[src/rtl/bram_port_arbiter.sv]
// Round-robin arbiter sharing one single-port BRAM among NUM_REQ requesters,
// with optional bounded grant locking and a one-cycle read response strobe.
module bram_port_arbiter #(
   parameter int NUM_REQ    = 4,
   parameter int DATA_WIDTH = 32,
   parameter int ADDR_WIDTH = 8,
   parameter int LOCK_MAX   = 16
) (
   input  logic                             clock,
   input  logic                             reset,
   input  logic [NUM_REQ-1:0]               req_valid,
   input  logic [NUM_REQ-1:0]               req_write,
   input  logic [NUM_REQ-1:0]               req_lock,
   input  logic [NUM_REQ*ADDR_WIDTH-1:0]    req_address,
   input  logic [NUM_REQ*DATA_WIDTH-1:0]    req_writeData,
   output logic [NUM_REQ-1:0]               req_ready,
   output logic [NUM_REQ-1:0]               resp_valid,
   output logic [DATA_WIDTH-1:0]            resp_data,
   output logic                             bram_readEnable,
   output logic                             bram_writeEnable,
   output logic [ADDR_WIDTH-1:0]            bram_address,
   output logic [DATA_WIDTH-1:0]            bram_writeData,
   input  logic [DATA_WIDTH-1:0]            bram_readData
);

   localparam int IDX_W = (NUM_REQ > 1) ? $clog2(NUM_REQ) : 1;
   localparam int CNT_W = $clog2(LOCK_MAX + 1);
   localparam logic [IDX_W-1:0] LAST_RST   = IDX_W'(NUM_REQ - 1);
   localparam logic [CNT_W-1:0] LOCK_MAX_C = CNT_W'(LOCK_MAX);
   localparam logic [CNT_W-1:0] ONE_C      = CNT_W'(1);
   localparam logic [NUM_REQ-1:0] ONE_HOT0 = NUM_REQ'(1);
   // A limit of one consecutive grant means locking can never take effect.
   localparam bit LOCK_EN = (LOCK_MAX > 1);

   typedef enum logic [0:0] {
      UNLOCKED = 1'b0,
      LOCKED   = 1'b1
   } lock_state_t;

   lock_state_t        state_r, state_nxt_s;
   logic [IDX_W-1:0]   last_grant_r;
   logic [IDX_W-1:0]   lock_owner_r, lock_owner_nxt_s;
   logic [CNT_W-1:0]   lock_count_r, lock_count_nxt_s;
   logic [NUM_REQ-1:0] resp_valid_r, resp_nxt_s;
   logic               grant_found_s;
   logic [IDX_W-1:0]   grant_idx_s;

   function automatic logic [IDX_W-1:0] rr_index(input logic [IDX_W-1:0] base, input int offset);
      return IDX_W'((int'(base) + offset) % NUM_REQ);
   endfunction

   // Grant selection: lock owner only while locked, else round-robin after last_grant.
   always_comb begin
      grant_found_s = 1'b0;
      grant_idx_s   = '0;
      if (state_r == LOCKED) begin
         grant_found_s = req_valid[lock_owner_r];
         grant_idx_s   = lock_owner_r;
      end else begin
         for (int i = NUM_REQ; i >= 1; i--) begin
            if (req_valid[rr_index(last_grant_r, i)]) begin
               grant_found_s = 1'b1;
               grant_idx_s   = rr_index(last_grant_r, i);
            end else begin
               grant_idx_s   = grant_idx_s;
            end
         end
      end
   end

   assign req_ready        = grant_found_s ? (ONE_HOT0 << grant_idx_s) : '0;
   assign bram_readEnable  = grant_found_s & ~req_write[grant_idx_s];
   assign bram_writeEnable = grant_found_s &  req_write[grant_idx_s];
   assign bram_address     = grant_found_s ? req_address[int'(grant_idx_s)*ADDR_WIDTH +: ADDR_WIDTH] : '0;
   assign bram_writeData   = grant_found_s ? req_writeData[int'(grant_idx_s)*DATA_WIDTH +: DATA_WIDTH] : '0;
   assign resp_data        = bram_readData;
   assign resp_valid       = resp_valid_r;

   // Lock FSM next state and read response strobe.
   always_comb begin
      state_nxt_s      = state_r;
      lock_owner_nxt_s = lock_owner_r;
      lock_count_nxt_s = lock_count_r;
      resp_nxt_s       = (grant_found_s && !req_write[grant_idx_s]) ? req_ready : '0;
      case (state_r)
         UNLOCKED: begin
            if (grant_found_s && req_lock[grant_idx_s] && LOCK_EN) begin
               state_nxt_s      = LOCKED;
               lock_owner_nxt_s = grant_idx_s;
               lock_count_nxt_s = ONE_C;
            end else begin
               state_nxt_s      = UNLOCKED;
            end
         end
         LOCKED: begin
            if (grant_found_s && req_lock[lock_owner_r]) begin
               // The grant that reaches the limit still completes, then the lock ends.
               if ((lock_count_r + ONE_C) == LOCK_MAX_C) begin
                  state_nxt_s      = UNLOCKED;
                  lock_count_nxt_s = '0;
               end else begin
                  lock_count_nxt_s = lock_count_r + ONE_C;
               end
            end else begin
               state_nxt_s      = UNLOCKED;
               lock_count_nxt_s = '0;
            end
         end
         default: begin
            state_nxt_s      = UNLOCKED;
            lock_owner_nxt_s = '0;
            lock_count_nxt_s = '0;
         end
      endcase
   end

   // State registers; last_grant only moves on a granted cycle.
   always_ff @(posedge clock or negedge reset) begin
      if (!reset) begin
         state_r      <= UNLOCKED;
         last_grant_r <= LAST_RST;
         lock_owner_r <= '0;
         lock_count_r <= '0;
         resp_valid_r <= '0;
      end else begin
         state_r      <= state_nxt_s;
         lock_owner_r <= lock_owner_nxt_s;
         lock_count_r <= lock_count_nxt_s;
         resp_valid_r <= resp_nxt_s;
         if (grant_found_s) begin
            last_grant_r <= grant_idx_s;
         end else begin
            last_grant_r <= last_grant_r;
         end
      end
   end

endmodule

[config.mk]
export PLATFORM = sky130hd
export DESIGN_NAME = bram_port_arbiter
export DESIGN_NICKNAME = d
export VERILOG_FILES = /design/src/rtl/bram_port_arbiter.sv
export SDC_FILE = /design/constraint.sdc
export NUM_CORES = 1
export LEC_CHECK = 0
export ABC_AREA = 1
export CAP_MARGIN = 25
export CORE_AREA = 4 4 108 110
export CTS_CLUSTER_DIAMETER = 60
export DETAILED_ROUTE_END_ITERATION = 6
export DIE_AREA = 0 0 112 114
export PLACE_DENSITY_LB_ADDON = 0.3
export SYNTH_ARGS = -nofsm -noshare
export SYNTH_HDL_FRONTEND = slang
export SYNTH_SLANG_ARGS = --single-unit
export TNS_END_PERCENT = 30
[constraint.sdc]
create_clock -name clock -period 6.25 [get_ports clock]
set_input_delay 1.25 -clock clock [delete_from_list [all_inputs] [get_ports clock]]
set_output_delay 1.25 -clock clock [all_outputs]
set_load 0.05 [all_outputs]
==> results.md <==
- Outcome: completed
- Most frequent cells in the layout: clkdlybuf4s50_1, nand2_1, nor2_1
- Final ANT Viol Nets: 0
- Worst-path maximum fanout: 32
- I/O Buffers: 223
- Max-Cap Viols: 0
- Synth cell types: 34
- Register bit total from synthesis: 14
- Worst setup EP type: primary output
- Vias in the first global route: roughly 3500
- CP Class: input port to primary output
- CTS tree: done
- FF-to-FF path depth: 14
- First-pass GRT wire length: between 15000 and 20000 um
- F_max: ~0.18 GHz
- Nets: 817
- Filler cells: 1104
- Tot GR Track Use: approximately 18%
- Gate Count Post-Synth: about 440
- # diodes: 0
- Final setup skew: approximately 0.0056 ns
- Row count: 38
- DIE AREA: approximately 0.013 mm2
- Data required time of the worst path: around 5.0 ns
- Largest net degree at the start of global routing: 40
- Setup TNS Final: 0 ns
- Critical path arrival: between 4 and 5 ns
- Io pins: approximately 290
- Resize count post-CTS: 0
- Die X: approximately 110 um
- Htree depth: 1
- Final Max Tran Viols: 0
- Fin crit share: 88.6%
- Hold Path Sink: lock_count_r[1]$_DFFE_PN0P_
- Slew margin rel.: approximately two fifths
- CTS Buf Count: 3
- Post-CTS Hold Buffers: 0
- # DRC: 0
- Hold Crit Depth: 2
- Synthesized net count: ~640
- Share of layout cells above drive strength 1: a little over an eighth
- Final core occ: between 40% and 50%
- Reg-to-reg slack, setup: between 3 and 4 ns
- GRT overflow: 0
- Dominant cell type by area after synthesis: nand2_1
- Worst hold path class: register to register
- Max clock buf depth: 2
- Tmin final: approximately 5.5 ns
- Synth top area share: between 10% and 20%
- Area grow syn2layout: 94.2%
- Starting Density: between 20% and 30%
- RSZ-0062 raised after global routing: false
- Drt first pass iters: 4
- Endpoints failing setup: 0
- Post-route cell area: 0.00488 mm2
- Startpoint type of the worst setup path: input port
- Initial antenna violation count: 0
- Post-DP Area: 0.00483 mm2
- Routed wire length per instance: 16.4 um
- Reg-to-reg critical path startpoint: last_grant_r[0]$_DFFE_PN1P_
- Detailed Route WL: about 12000 um
- Worst R2R End: resp_valid[0]$_DFF_PN0_
- Most common cell after layout, fill and taps aside: clkdlybuf4s50_1
- CTS root buf: clkbuf_8
- TritonCTS Sinks: 14
- Clk slew on worst S/H paths: 0.06 ns
- Die height: approximately 110 um
- Clock Latency Late Sink: 0.25 ns
- Syn avg cell area: around 5.8 um2
- Mapped Area: 0.00251 mm2
- Synth warn: 0
- Actual slew at the worst max-slew pin: slightly below 0.9 ns
- DP HPWL: roughly 9700 um
- Vias: 3564
- Sequential area share after synthesis: 14.1%
- Fin. Hold Viols: 0
- Vias per inst: about 4.8
- Largest cells by area after synthesis: nand2_1, dfrtp_1, buf_4
- Initial DRC count: around 180
- Setup Fix Bufs, Post-CTS: 0
- Core Region: roughly 0.011 mm2
- Min-delay src: lock_count_r[1]$_DFFE_PN0P_
- GPL Wtd Cong: 0.873
- WHS: approximately 0.54 ns
==> worst max-delay path, stage by stage <==
cell             delay [ns]
clkdlybuf4s50_1        0.50
inv_1                  0.07
nand2_1                0.07
nand3_1                0.10
nand2_1                0.10
inv_1                  0.04
nand2_1                0.07
nand2_1                0.05
nand2_1                0.06
nand3_2                0.10
nand2_2                0.35
nand2_2                0.26
nor2_4                 0.73
nand2_1                0.11
o211ai_1               0.21
buf_12                 0.18
==> area by class of cell <==
class                   instances  area, um2  area share, %
inverters                      37        141           2.90
repair buffers                227       2540           52.0
flip-flops and latches         14        353           7.23
multi-input cells             327       1630           33.3
well taps                     140        175           3.59
clock buffers                   4       45.0          0.924
==> through the flow <==
| step | setup WS, ns | cells |
|---|---|---|
| floorplan | 1.88 | 436 |
| global placement | 0.767 | 745 |
| detailed placement | 0.735 | 745 |
| CTS | 0.736 | 749 |
| global route | 0.403 | 749 |
| finish | 0.715 | 749 |
==> registers in the layout (all words and copies together) (netlist names) <==
signal / count
lock_count_r: 5
state_r: 1
lock_owner_r: 2
resp_valid: 4
last_grant_r: 2
==> worst max path at each step <==
| stage | startpoint | cells past startpoint | end |
|---|---|---|---|
| CTS | req_valid[1] | 16 | bram_address[6] |
| floorplan | req_valid[3] | 15 | bram_writeData[20] |
| global route | req_valid[1] | 16 | bram_address[6] |
| global placement | req_valid[1] | 16 | bram_address[6] |
| detailed placement | req_valid[1] | 16 | bram_address[6] |
| finish | req_valid[1] | 16 | bram_address[6] |
==> synthesized netlist by cell type, drive strengths merged <==
cell / count
nand2: 98
nand4: 5
and2: 1
nand3b: 1
ha: 1
dfrtp: 12
dfstp: 2
a21boi: 1
o211ai: 28
clkbuf: 10
buf: 48
nand3: 50
o21ai: 47
clkinv: 1
and3: 1
a21oi: 15
xor2: 1
nor2: 65
xnor2: 1
o22ai: 9
nor3: 2
inv: 36
a211oi: 1
==> routing by layer <==
layer	wire, um	GRT usage (%)
met4	111	3.29
met5	0	0
met1	4490	19.1
met3	1110	5.36
met2	6550	34.1
==> cell families after synthesis <==
logic type               share of synthesized area, %
adder cells (fa/ha/maj)                         0.498
XOR/XNOR                                        0.698
AND/OR/NAND/NOR                                  39.5
flip-flops                                       14.1
AO/OA/AOI/OAI                                    24.0
buffers and inverters                            21.2
Power is not shown: default switching activity piles up to over one toggle a cycle in this logic, so the estimate is an artifact.
